<file path="src/rtl/pte_fetch_arbiter_pkg.sv">
// Shared definitions for the page-table-entry fetch arbiter: walk state
// encoding, PTE geometry and the beats-per-PTE derivation.
package pte_fetch_arbiter_pkg;

  localparam int PTE_W     = 32;
  localparam int PTE_BYTES = PTE_W / 8;

  typedef enum logic [1:0] {
    IDLE  = 2'd0,
    FETCH = 2'd1,
    DRAIN = 2'd2,
    RESP  = 2'd3
  } state_t;

  // Number of memory read beats needed to assemble one PTE.
  function automatic int beats_per_pte(input int beat_bytes);
    return PTE_BYTES / beat_bytes;
  endfunction

  // Width of a channel index; a single channel still needs one bit.
  function automatic int ch_idx_w(input int num_ch);
    return (num_ch > 1) ? $clog2(num_ch) : 1;
  endfunction

endpackage

</file>
<file path="src/rtl/pte_fetch_arbiter_rr.sv">
// Round-robin arbiter: grants the requesting channel closest after 'last'
// (wrapping), so the most recently served channel has lowest priority.
module rr_arbiter
  import pte_fetch_arbiter_pkg::*;
#(
  parameter  int NUM_CH = 2,
  localparam int CH_W   = ch_idx_w(NUM_CH)
) (
  input  logic [NUM_CH-1:0] req,
  input  logic [CH_W-1:0]   last,
  output logic [NUM_CH-1:0] grant
);

  // Distance of channel i from the first-priority slot (last+1).
  function automatic int rr_dist(input int i, input logic [CH_W-1:0] lst);
    return (i + NUM_CH - 1 - int'(lst)) % NUM_CH;
  endfunction

  // Pick the requester with the smallest distance; exactly one bit set.
  always_comb begin
    int best;
    // NOTE: every output of a combinational block gets a default up front so
    // no path leaves it unassigned, which would otherwise infer a latch.
    grant = '0;
    best  = NUM_CH;
    for (int i = 0; i < NUM_CH; i++) begin
      if (req[i] && (rr_dist(i, last) < best)) best = rr_dist(i, last);
    end
    for (int i = 0; i < NUM_CH; i++) begin
      grant[i] = req[i] && (rr_dist(i, last) == best);
    end
  end

endmodule

</file>
<file path="src/rtl/pte_fetch_arbiter.sv">
// PTE fetch arbiter: arbitrates page-walk channels, reads one 32-bit PTE in
// NB little-endian beats and returns it to the granted channel. Misaligned
// addresses are answered immediately with an error and no memory access.
module pte_fetch_arbiter
  import pte_fetch_arbiter_pkg::*;
#(
  parameter int NUM_CH     = 2,
  parameter int ADDR_W     = 32,
  parameter int BEAT_BYTES = 1
) (
  input  logic                     clk,
  input  logic                     rst,
  input  logic [NUM_CH-1:0]        req_valid,
  input  logic [NUM_CH*ADDR_W-1:0] req_addr,
  output logic [NUM_CH-1:0]        req_ready,
  output logic [NUM_CH-1:0]        resp_valid,
  input  logic [NUM_CH-1:0]        resp_ready,
  output logic [PTE_W-1:0]         resp_data,
  output logic                     resp_err,
  input  logic                     flush,
  output logic                     mem_req,
  output logic [ADDR_W-1:0]        mem_addr,
  input  logic [8*BEAT_BYTES-1:0]  mem_rdata
);

  localparam int NB     = beats_per_pte(BEAT_BYTES);
  localparam int CH_W   = ch_idx_w(NUM_CH);
  localparam int BEAT_W = 8 * BEAT_BYTES;

  if (!(BEAT_BYTES == 1 || BEAT_BYTES == 2 || BEAT_BYTES == 4)) begin : g_bad_beat
    $fatal(1, "pte_fetch_arbiter: BEAT_BYTES must be 1, 2 or 4");
  end
  if (NUM_CH < 1 || NUM_CH > 8) begin : g_bad_ch
    $fatal(1, "pte_fetch_arbiter: NUM_CH must be in 1..8");
  end

  state_t              state, state_nxt;
  logic [1:0]          beat_cnt;
  logic [ADDR_W-1:0]   base_addr;
  logic [CH_W-1:0]     cur_ch;
  logic [CH_W-1:0]     last_grant;
  logic [NUM_CH-1:0]   gnt;
  logic [CH_W-1:0]     gnt_idx;
  logic [ADDR_W-1:0]   gnt_addr;
  logic                gnt_fire;
  logic                handshake;
  logic                last_beat;
  logic                cap_en;
  logic [1:0]          cap_idx;

  rr_arbiter #(.NUM_CH(NUM_CH)) u_rr (
    .req   (req_valid),
    .last  (last_grant),
    .grant (gnt)
  );

  // Encode the one-hot grant and select the granted channel's address.
  always_comb begin
    gnt_idx  = '0;
    gnt_addr = '0;
    for (int i = 0; i < NUM_CH; i++) begin
      if (gnt[i]) begin
        gnt_idx  = CH_W'(i);
        gnt_addr = req_addr[i*ADDR_W +: ADDR_W];
      end
    end
  end

  assign gnt_fire  = (state == IDLE) && !flush && (|req_valid);
  assign handshake = |(resp_valid & resp_ready);
  assign last_beat = (beat_cnt == 2'(NB - 1));
  // The beat issued last cycle lands now; DRAIN catches the final one.
  assign cap_en    = ((state == FETCH) && (beat_cnt != 2'd0)) || (state == DRAIN);
  assign cap_idx   = (state == DRAIN) ? 2'(NB - 1) : (beat_cnt - 2'd1);

  // State register.
  always_ff @(posedge clk) begin
    // NOTE: sequential state uses non-blocking assignment so every register
    // samples pre-edge values regardless of block evaluation order.
    if (rst) state <= IDLE;
    else     state <= state_nxt;
  end

  // Next-state logic for the walk.
  always_comb begin
    state_nxt = state;
    case (state)
      IDLE:    if (gnt_fire) state_nxt = (gnt_addr[1:0] == 2'b00) ? FETCH : RESP;
      FETCH:   if (flush) state_nxt = IDLE;
               else if (last_beat) state_nxt = DRAIN;
      DRAIN:   state_nxt = flush ? IDLE : RESP;
      RESP:    if (flush || handshake) state_nxt = IDLE;
      default: state_nxt = IDLE;
    endcase
  end

  // Outputs decoded from state; the accept pulse is combinational in IDLE.
  always_comb begin
    req_ready  = '0;
    resp_valid = '0;
    mem_req    = 1'b0;
    mem_addr   = '0;
    case (state)
      IDLE:  if (gnt_fire && !rst) req_ready = gnt;
      FETCH: begin
        mem_req  = 1'b1;
        mem_addr = base_addr + (ADDR_W'(beat_cnt) * ADDR_W'(BEAT_BYTES));
      end
      RESP:  for (int i = 0; i < NUM_CH; i++) resp_valid[i] = (cur_ch == CH_W'(i));
      default: ;
    endcase
  end

  // Walk context, beat counter, PTE assembly and round-robin history.
  always_ff @(posedge clk) begin
    if (rst) begin
      beat_cnt   <= '0;
      base_addr  <= '0;
      cur_ch     <= '0;
      last_grant <= CH_W'(NUM_CH - 1);
      resp_data  <= '0;
      resp_err   <= 1'b0;
    end else begin
      if (cap_en) begin
        for (int k = 0; k < NB; k++) begin
          if (cap_idx == 2'(k)) resp_data[k*BEAT_W +: BEAT_W] <= mem_rdata;
        end
      end
      case (state)
        IDLE: if (gnt_fire) begin
          base_addr <= gnt_addr;
          cur_ch    <= gnt_idx;
          beat_cnt  <= '0;
          resp_data <= '0;
          resp_err  <= (gnt_addr[1:0] != 2'b00);
        end
        FETCH: beat_cnt <= last_beat ? 2'd0 : (beat_cnt + 2'd1);
        RESP: if (handshake) begin
          last_grant <= cur_ch;
          resp_data  <= '0;
          resp_err   <= 1'b0;
        end
        default: ;
      endcase
      // An aborted walk leaves nothing behind on the response outputs.
      if (flush && (state != IDLE)) begin
        beat_cnt  <= '0;
        resp_data <= '0;
        resp_err  <= 1'b0;
      end
    end
  end

endmodule

</file>
<file path="config.mk">
export PLATFORM = sky130hd
export DESIGN_NAME = pte_fetch_arbiter
export DESIGN_NICKNAME = d
export VERILOG_FILES = /design/src/rtl/pte_fetch_arbiter_pkg.sv /design/src/rtl/pte_fetch_arbiter_rr.sv /design/src/rtl/pte_fetch_arbiter.sv
export SDC_FILE = /design/constraint.sdc
export NUM_CORES = 1
export LEC_CHECK = 0
export ABC_CLOCK_PERIOD_IN_PS = 2300
export BUFFER_PORTS_ARGS = -buffer_cell sky130_fd_sc_hd__buf_2
export CORE_MARGIN = 4
export CORE_UTILIZATION = 49
export CTS_CLUSTER_SIZE = 28
export DETAILED_ROUTE_END_ITERATION = 7
export HOLD_SLACK_MARGIN = 0.05
export PLACE_DENSITY_LB_ADDON = 0.1
export SLEW_MARGIN = 0
export SYNTH_ARGS = -nofsm -noshare
export SYNTH_HDL_FRONTEND = slang
export SYNTH_HIERARCHICAL = 1
export SYNTH_SLANG_ARGS = --single-unit
export TNS_END_PERCENT = 20
</file>
<file path="constraint.sdc">
create_clock -name clk -period 2.3 [get_ports clk]
set_input_delay 0.345 -clock clk [delete_from_list [all_inputs] [get_ports clk]]
set_output_delay 0.345 -clock clk [all_outputs]
set_load 0.02 [all_outputs]
</file>
==> impl_results.md, run 1 <==
* Most common cell in the synthesized netlist: nor2_1
* Dpl hpwl at approximately 8300 um
* GR Util All Layers at 23.5%
* Switching part of the total at 40.3%
* Internal power at between 2 and 2.5 mW
* CTS tree: built
* Placed Instances at 716
* Tcrit/Tclk final at 112%
* Mux cell area share after synthesis at 9.12%
* Placer Congestion at just over 0.8
* Total wire length at 11100 um
* Layout fillers at 660
* Synth Area in Compound Gates at 18.1%
* H-Tree Level Count at 3
* Maxcap violations at 0
* Area of the multi-input gates at 2370 sq um
* Layout cells sized above 1 at between 30 and 40%
* DRC viols at 0
* Post-route clock skew at 0.0123 ns
* GRT overflow at 0
* Post-Syn Area per Cell at 8.28 sq um
* Reg power frac at between 30% and 40%
* Ranking of synthesized cells by area: dfxtp_1, mux2i_1, nor2_1
* Most instantiated cells after synthesis: nor2_1, dfxtp_1, mux2i_1
* Setup ws final at -0.282 ns
* Crit-path leading delay family: simple AND/OR/NAND/NOR gates
* Global-route wire length before repair at 17400 um
* Mapped Cells at 464
* Num CTS Buffers at 9
* RSZ-0062 raised after global routing: yes
* Worst skew pair latency at approximately 0.34 ns
* Yosys cell types at 47
* CP cell instances: ha_4 -> fa_2 -> and4_4 -> nand4_1 -> or3_4 -> a21oi_2 -> buf_6
* Net Sw Power at 1.67 mW
* Maximum vdd drop at between 0.0005 and 0.0006 V
* Clock slew at reported path FFs at around 0.08 ns
* Area post-placement at around 4900 sq um
* Worst Hold Class: in2reg
* Outcome: complete, but fails checks
* Finished Layout Cells at 733
* Largest family of logic cells by synthesized area: simple AND/OR/NAND/NOR gates
* Tightest Pin Transition at slightly above 1 ns
* IO buf count at 148
* Worst rel slew slack at 30.7%
* Iter 0 DRT Violations at 188
* Pin count of the biggest net entering global routing at 34
* Post-synthesis xor/xnor area fraction at 2.51%
* Die Y at around 97 um
* Top FF cell, synth: dfxtp_1
* PwrDens at between 700 and 800 nW/um^2
* Worst setup EP type: output port
* Clock Tree Root: clkbuf_8
* Ys Warns at 6
* Row cnt at 32
* Ant diodes at 0
* Failing checks: negative setup slack
* F_max at 387 MHz
* Drt via density at 5.53
* Hold_buf cts at 0
* Routed via count at between 4000 and 5000
* Register area at 1430 sq um
* Number of global-route vias before repair at around 3800
* Sequential share of the synthesized area at 37.0%
* Layout area overhead at 36.0%
* I/O pin count at roughly 150
* Synthesized net count at 553
* CP max FO at 8
* Critical Path RT at about 2 ns
* Crit-path slowest cell: or3_4
* Clk buf depth at 2
* Synth top area share at 37.0%
* WP data arrival at 2.24 ns
* Design Area, Final at 5220 sq um
* Cell taking the most area after synthesis: dfxtp_1
* DIE AREA at between 9000 and 10000 sq um
* Lkg Pwr at 2.39 nW
* Final worst path period need at roughly 2.6 ns
* Post-synthesis adder-cell area fraction at 3.45%
* Levels on crit path at 7
* Synthesized area at 3840 sq um
* Initial core utilization at 50.0%
* Clock share of power at 21.0%
* #FFs+latches synth at 71
* WP buf/inv at 1
* Fin nets at 715
* EDFF count, synth at 0
* Cells on worst reg2reg path at 7
* DRT Pass-1 Iters at 5
* Antenna violations before repair at 0
* Comb power frac at 39.6%
* Die X at between 90 and 100 um
* Setup CP Type: reg2out
* Post-route ant nets at 0
* Routed len/inst at 15.2 um
* Startpoint Class: flip-flop
* Final setup fails at 22
* Max Transition Viols Final at 0
* Core area at 7690 sq um
* Hold path cells at 3
* Synth Area in Simple Gates at roughly 25%
* Final Hold Violating Endpoints at 0
* CP peak stage delay at 0.44 ns
* Total power at 4.15 mW
* Post-synth ARST share at 0%
* Clock sinks at 71
cell type report:
cell class | count | area share, %
multi-input cells | 350 | 45.4
flip-flops and latches | 71 | 27.3
repair buffers | 182 | 20.6
well taps | 102 | 2.44
clock buffers | 9 | 2.37
clock inverters | 7 | 0.959
inverters | 12 | 0.863
worst paths after layout:
| path | to | slack [ns] | start |
|---|---|---|---|
| hold / removal | resp_data[7] | 0.28 | mem_rdata[7] |
| hold reg to reg | resp_data[14] | 0.49 | resp_data[14] |
| setup reg to reg | resp_data[29] | 0.05 | beat_cnt[0] |
| setup / recovery | mem_addr[20] | -0.28 | beat_cnt[0] |
worst min-delay path: cells and delay by family:
| kind | cells | cell delay [ns] |
|---|---|---|
| muxes | 1 | 0.06 |
| buffers and inverters | 1 | 0.11 |
| and+or+nand+nor | 1 | 0.07 |
repair_timing:
| action | CTS | global route |
|---|---|---|
| setup endpoints to repair | 23 | 39 |
| pin swaps | 13 | 5 |
| resized for setup | 32 | 14 |
| buffers inserted | 0 | 1 |
cells by family after synthesis:
group | Yosys count
fa+ha+maj | 10
mux | 35
buf+inv | 43
flops | 71
compound gates | 100
xor+xnor | 11
simple gates | 194
metal layers:
layer / GRT usage, % / part of all wire (%) / up-vias
li1: - / - / 2030
met4: 8.64 / 1.7 / 0
met3: 6.04 / 7.4 / 17
met1: 28.4 / 41 / 1886
met5: 0 / 0 / -
met2: 40.3 / 49 / 122
state kept, by name, indices dropped and copies added (netlist names):
register    count
base_addr      32
resp_data      32
beat_cnt        2
state           2
cur_ch          1
last_grant      1
resp_err        1
power groups by stage:
stage	Combinational [mW]	Sequential [mW]	Clock, mW
floorplan	1.02	1.65	0
global placement	1.57	1.63	0
detailed placement	1.60	1.64	0
CTS	1.63	1.63	0.892
global route	1.82	1.66	0.946
finish	1.64	1.63	0.872
layout by cell type (no fill, tap or decap), drive strengths merged, types with 3 or more instances in the layout:
cell and instances:
buf 182, nor2 76, dfxtp 71, mux2i 35, a221oi 29, nor3 29
a21oi 26, nand2 18, nand3 16, o21ai 13, inv 12, xor2 10
o31ai 10, clkbuf 9, nand4 9, ha 9, or4 9, or3 8
and3 7, a211oi 7, and2 5, and4 5, o21a 4, nor2b 4
clkinv 4, clkinvlp 3
per-stage QoR:
step           setup TNS [ns]  utilization [%]  setup WS [ns]  hold slack, ns
5_1_grt                 -7.29             67.9         -0.391           0.306
6_report                -3.71             67.9         -0.282           0.285
2_1_floorplan          -0.260                -        -0.0860           0.468
3_3_place_gp                0             63.7         0.0506           0.470
4_1_cts                 -3.78             67.1         -0.283           0.274
3_5_place_dp          -0.0218             63.7        -0.0181           0.484
Note: power is estimated with default switching activity, not from simulation.
==> inputs of run 2 (changes only) <==
--- a/config.mk
+++ b/config.mk
@@ -6,11 +6,11 @@
 export NUM_CORES = 1
 export LEC_CHECK = 0
 export ABC_CLOCK_PERIOD_IN_PS = 2300
-export BUFFER_PORTS_ARGS = -buffer_cell sky130_fd_sc_hd__buf_2
 export CORE_MARGIN = 4
-export CORE_UTILIZATION = 49
+export CORE_UTILIZATION = 56
 export CTS_CLUSTER_SIZE = 28
 export DETAILED_ROUTE_END_ITERATION = 7
+export DONT_BUFFER_PORTS = 1
 export HOLD_SLACK_MARGIN = 0.05
 export PLACE_DENSITY_LB_ADDON = 0.1
 export SLEW_MARGIN = 0
==> impl_results.md, run 2 (synthesized netlist as in run 1, its figures left out) <==
* Cells on worst reg2reg path at 7 (unchanged)
* Setup TNS at -2.78 ns (+0.934 ns)
* Routed len/inst at 18.6 um (+23%)
* Total wire length at 10900 um (-2.5%)
* Biggest regs: base_addr x32, resp_data x32
* Final setup fails at 23 (+4.5%)
* Worst skew pair latency at 0.34 ns (about the same)
* IO buf count at 0 (-100%)
* Clock Tree Root: clkbuf_8
* Worst hold margin at 0.0781 ns (-0.207 ns)
* Final Hold Violating Endpoints at 0 (unchanged)
* Critical Path RT at 1.96 ns (about the same)
* Clock slew at reported path FFs at 0.09 ns (about the same)
* Placer Congestion at 0.913 (+10%)
* Iter 0 DRT Violations at 175 (-6.9%)
* Final worst path period need at 2.51 ns (-0.0766 ns)
* Startpoint Class: flip-flop
* Outcome: complete, but fails checks
* Max Transition Viols Final at 0 (unchanged)
* F_max at 399 MHz (+3.1%)
* Tcrit/Tclk final at 109% (-3.3 points)
* PwrDens at 891 nW/um^2 (+12%)
* Core area at 6490 sq um (-16%)
* Finished Layout Cells at 582 (-21%)
* Launch point of the worst path: beat_cnt[0]
* Maxcap violations at 0 (unchanged)
* Die X at 90.8 um (-5.9%)
* Tightest Pin Transition at 0.973 ns (-0.0622 ns)
* Number of global-route vias before repair at 3551 (-6.9%)
* Pin count of the biggest net entering global routing at 38 (+12%)
* Maximum vdd drop at 0.000746 V (+35%)
* Initial core utilization at 59.1% (+9.2 points)
* I/O pin count at 149 (unchanged)
* CTS tree: built
* Layout area overhead at 20.8%
* H-Tree Level Count at 3 (unchanged)
* Setup CP Type: reg2out
* GR Util All Layers at 25.6% (+2.1 points)
* Row cnt at 29 (-9.4%)
* Layout cells sized above 1 at 21.8% (-15 points)
* Worst R2R End: resp_data[28]
* WP data arrival at 2.16 ns (-0.08 ns)
* Worst setup EP type: output port
* Routed via count at 3654 (-9.9%)
* R2R setup slack at 0.11 ns (+0.06 ns)
* Worst Hold Class: in2reg
* Dpl hpwl at 7760 um (-6.7%)
* CP max FO at 8 (unchanged)
* Clk buf depth at 2 (unchanged)
* Placed Instances at 560 (-22%)
* GRT overflow at 0 (unchanged)
* Clock sinks at 71 (unchanged)
* DIE AREA at 8250 sq um (-12%)
* Num CTS Buffers at 9 (unchanged)
* Die Y at 90.8 um (-5.9%)
* DRT Pass-1 Iters at 4 (-1)
* Most common cell after layout, fill and taps aside: nor2_1
* DRC viols at 0 (unchanged)
* Worst rel slew slack at 34.9% (+4.2 points)
* Failing checks: negative setup slack
* Reg2Reg Launch Point: beat_cnt[0]
* Critical path endpoint: mem_addr[16]
* Lkg Pwr at 1.81 nW (-24%)
* Post-route ant nets at 0 (unchanged)
* Global-route wire length before repair at 17500 um (+0.28%)
* Setup ws final at -0.205 ns (+0.0766 ns)
* Drt via density at 6.28 (+13%)
* Post-route clock skew at 0.00793 ns (-0.00438 ns)
* Ant diodes at 0 (unchanged)
* Antenna violations before repair at 0 (unchanged)
* Fin nets at 589 (-18%)
* RSZ-0062 raised after global routing: yes
* Most frequent cells in the layout: nor2_1, dfxtp_1, buf_4
run 2: cell types whose count changed in the layout (fill, tap and decap cells not counted), moves of 4 or more:
cell	change
buf_4	+8
buf_6	-4
a21oi_4	+5
buf_2	-131
inv_6	+5
a21oi_2	-5
run 2: what timing repair did:
action                                  in CTS  in global routing
endpoints found under the setup margin      30                 30
buffers inserted                             1                  3
gates cloned                                 1                  0
hold buffers                                 0                  1
endpoints found under the hold margin        0                  7
gates resized for setup                     27                 11
pin swaps                                   19                  6
run 2: worst min-delay path by stage:
stage / endpoint / cells past startpoint / slack (ns) / start
floorplan: state[1] / 2 / 0.47 / state[1]
global placement: cur_ch / 1 / 0.43 / rst
detailed placement: cur_ch / 1 / 0.43 / rst
CTS: base_addr[0] / 1 / 0.06 / rst
global route: base_addr[5] / 1 / 0.06 / rst
finish: base_addr[5] / 1 / 0.08 / rst
run 2: area by class of cell:
class / count / area, sq um
Clock buffer: 9 / 124
Clock inverter: 7 / 62.6
Fill cell: 536 / 1860
Inverter: 12 / 50.0
Multi-Input combinational cell: 351 / 2450
Sequential cell: 71 / 1430
Tap cell: 77 / 96.3
Timing Repair Buffer: 55 / 427
run 2: through the flow:
step	worst slack [ns]	power, mW	cell area, sq um	util (%)
final	-0.205	4.13	4640	71.4
after global routing	-0.327	4.42	4640	71.4
after CTS	-0.251	4.11	4550	70.1
after detailed placement	0.0360	3.13	4240	65.3
after global placement	0.0571	3.09	4240	65.3
after floorplan	-0.0860	2.67	3870	-
run 2: power by group:
group	total (mW)	internal [mW]	leakage (nW)	switching [mW]
Sequential	1.69	1.43	0.581	0.256
Combinational	1.51	0.586	1.14	0.928
Clock	0.931	0.416	0.0931	0.516
run 2: routing by layer:
metal | wire length, um | GRT usage [%] | up-vias
li1 | - | - | 1781
met1 | 4420 | 31.1 | 1725
met2 | 5420 | 43.6 | 139
met3 | 897 | 8.17 | 9
met4 | 119 | 7.16 | 0
met5 | 0 | 0 | -
run 2: critical path, stage by stage (launching register included):
cell,delay [ns]
dfxtp_2,0.36
ha_4,0.14
fa_2,0.19
and4_4,0.26
nand4_1,0.21
or3_1,0.38
a21oi_1,0.13
buf_4,0.16
==> inputs of run 3 (changes only) <==
--- a/config.mk
+++ b/config.mk
@@ -12,7 +12,8 @@
 export DETAILED_ROUTE_END_ITERATION = 7
 export DONT_BUFFER_PORTS = 1
 export HOLD_SLACK_MARGIN = 0.05
-export PLACE_DENSITY_LB_ADDON = 0.1
+export PLACE_DENSITY = 0.83
+export RECOVER_POWER = 25
 export SLEW_MARGIN = 0
 export SYNTH_ARGS = -nofsm -noshare
 export SYNTH_HDL_FRONTEND = slang
==> impl_results.md, run 3 (synthesized netlist as in run 1, its figures left out) <==
* Outcome: complete, but fails checks
* Failing checks: negative setup slack
* Min-delay src: rst
* DIE AREA at 8250 sq um (unchanged)
* Antenna violations before repair at 0 (unchanged)
* Internal power at 2.44 mW (+0.18%)
* Cells on worst reg2reg path at 8 (+1)
* Layout cells sized above 1 at 23.7% (+1.9 points)
* Ant diodes at 0 (unchanged)
* Worst R2R End: resp_data[9]
* Net Sw Power at 1.73 mW (+1.8%)
* PwrDens at 878 nW/um^2 (-1.5%)
* Clock slew at reported path FFs at 0.09 ns (about the same)
* Total power at 4.17 mW (+0.84%)
* Biggest regs: base_addr x32, resp_data x32
* CTS tree: built
* R2R setup slack at 0.19 ns (+0.08 ns)
* Most common cell after layout, fill and taps aside: nor2_1
* Finished Layout Cells at 588 (+1.0%)
* CP max FO at 8 (unchanged)
* Final setup fails at 22 (-4.3%)
* Layout area overhead at 23.7%
* Worst rel slew slack at 59.6% (+25 points)
* Tightest Pin Transition at 0.605 ns (-0.368 ns)
* Drt via density at 6.33 (+0.85%)
* Tcrit/Tclk final at 111% (+2.4 points)
* Placer Congestion at 0.946 (+3.7%)
* Routed len/inst at 19.2 um (+2.7%)
* Final Hold Violating Endpoints at 0 (unchanged)
* CP peak stage delay at 0.40 ns (+0.02 ns)
* Global-route wire length before repair at 17400 um (-0.67%)
* Hold path cells at 1 (unchanged)
* WP data arrival at 2.22 ns (+0.06 ns)
* Worst skew pair latency at 0.35 ns (about the same)
* Initial core utilization at 59.1% (unchanged)
* Critical Path RT at 1.96 ns (about the same)
* Layout fillers at 459 (-14%)
* Maximum vdd drop at 0.000662 V (-11%)
* Dpl hpwl at 7600 um (-2.1%)
* Total wire length at 11300 um (+3.8%)
* Fin util at 73.1% (+1.7 points)
* Clk buf depth at 2 (unchanged)
* Clock share of power at 22.8% (+0.3 points)
* End of the worst hold path: base_addr[4]
* Max Transition Viols Final at 0 (unchanged)
* Row cnt at 29 (unchanged)
* F_max at 391 MHz (-2.1%)
* Startpoint Class: flip-flop
* Setup CP Type: reg2out
* Comb power frac at 36.5% (about the same)
* Number of global-route vias before repair at 3565 (+0.39%)
* IO buf count at 0 (unchanged)
* Worst Hold Class: in2reg
* Worst setup EP type: output port
* Clock sinks at 71 (unchanged)
* Reg2Reg Launch Point: state[1]
* RSZ-0062 raised after global routing: yes
* Setup ws final at -0.260 ns (-0.0550 ns)
* Switching part of the total at 41.5% (+0.39 points)
* Core area at 6490 sq um (unchanged)
* Final worst path period need at 2.56 ns (+0.0550 ns)
* H-Tree Level Count at 3 (unchanged)
* Post-route clock skew at 0.0109 ns (+0.00298 ns)
* DRC viols at 0 (unchanged)
* Num CTS Buffers at 9 (unchanged)
* Clock Tree Root: clkbuf_8
* CP cell instances: ha_4 -> fa_2 -> and4_4 -> nand4_1 -> or3_1 -> a21oi_2
* I/O pin count at 149 (unchanged)
* Iter 0 DRT Violations at 205 (+17%)
* GR Util All Layers at 25.7% (+0.11 points)
* Post-route ant nets at 0 (unchanged)
* Die X at 90.8 um (unchanged)
* Routed via count at 3723 (+1.9%)
* Die Y at 90.8 um (unchanged)
* Maxcap violations at 0 (unchanged)
* Crit-path slowest cell: or3_1
* Lkg Pwr at 1.85 nW (+1.8%)
* Most frequent cells in the layout: nor2_1, dfxtp_1, buf_4
* Placed Instances at 559 (-0.18%)
* DRT Pass-1 Iters at 5 (+1)
* GRT overflow at 0 (unchanged)
* Setup TNS at -3.80 ns (-1.02 ns)
* Pin count of the biggest net entering global routing at 37 (-2.6%)
* Reg power frac at 40.7% (about the same)
* Fin nets at 595 (+1.0%)
run 3: worst max path at each step:
stage	start	endpoint	slack, ns	cells past startpoint
2_1_floorplan	beat_cnt[0]	mem_addr[16]	-0.09	7
3_3_place_gp	beat_cnt[0]	mem_addr[18]	0.06	6
3_5_place_dp	base_addr[0]	mem_addr[18]	-0.004	6
4_1_cts	base_addr[0]	mem_addr[16]	-0.26	7
5_1_grt	base_addr[0]	mem_addr[16]	-0.37	7
6_report	base_addr[0]	mem_addr[14]	-0.26	6
run 3: per-stage QoR:
stage	instance area [sq um]	setup WS [ns]	hold WS (ns)
global route	4750	-0.372	0.0533
global placement	4240	0.0587	0.422
detailed placement	4240	-0.00437	0.426
floorplan	3870	-0.0860	0.468
CTS	4620	-0.258	0.0505
finish	4750	-0.260	0.0659
run 3: worst max-delay path, delay by kind of cell, from the launching register on:
family | cells | cell delay (ns)
fa+ha+maj | 2 | 0.33
compound gates | 1 | 0.28
simple gates | 3 | 0.90
flops | 1 | 0.36
run 3: power groups by stage:
stage          registers [mW]  logic, mW  clock network [mW]
6_report                 1.70       1.52               0.952
5_1_grt                  1.72       1.68                1.02
4_1_cts                  1.68       1.47               0.969
3_5_place_dp             1.69       1.42                   0
3_3_place_gp             1.68       1.38                   0
2_1_floorplan            1.65       1.02                   0
run 3: timing repair:
action,4_1_cts,5_1_grt
buffers inserted,3,4
hold endpoints to repair,6,1
setup endpoints to repair,25,26
gates resized for setup,32,20
pin swaps,22,8
cloned,1,0
hold buffers,3,2
run 3: final cells by class:
type | count | area [sq um] | area share [%]
sequential | 71 | 1440 | 30.2
clock buffer | 9 | 124 | 2.61
multi-input combinational | 351 | 2480 | 52.3
timing repair buffer | 61 | 502 | 10.6
tap | 77 | 96.3 | 2.03
inverter | 12 | 47.5 | 1.00
clock inverter | 7 | 62.6 | 1.32
run 3: metal layers:
| metal | track usage (%) | vias to the layer above | wire length (um) |
|---|---|---|---|
| met5 | 0 | - | 0 |
| met4 | 7.41 | 0 | 193 |
| met3 | 8.33 | 22 | 1050 |
| met2 | 45.2 | 168 | 5720 |
| met1 | 29.8 | 1730 | 4300 |
| li1 | - | 1803 | - |
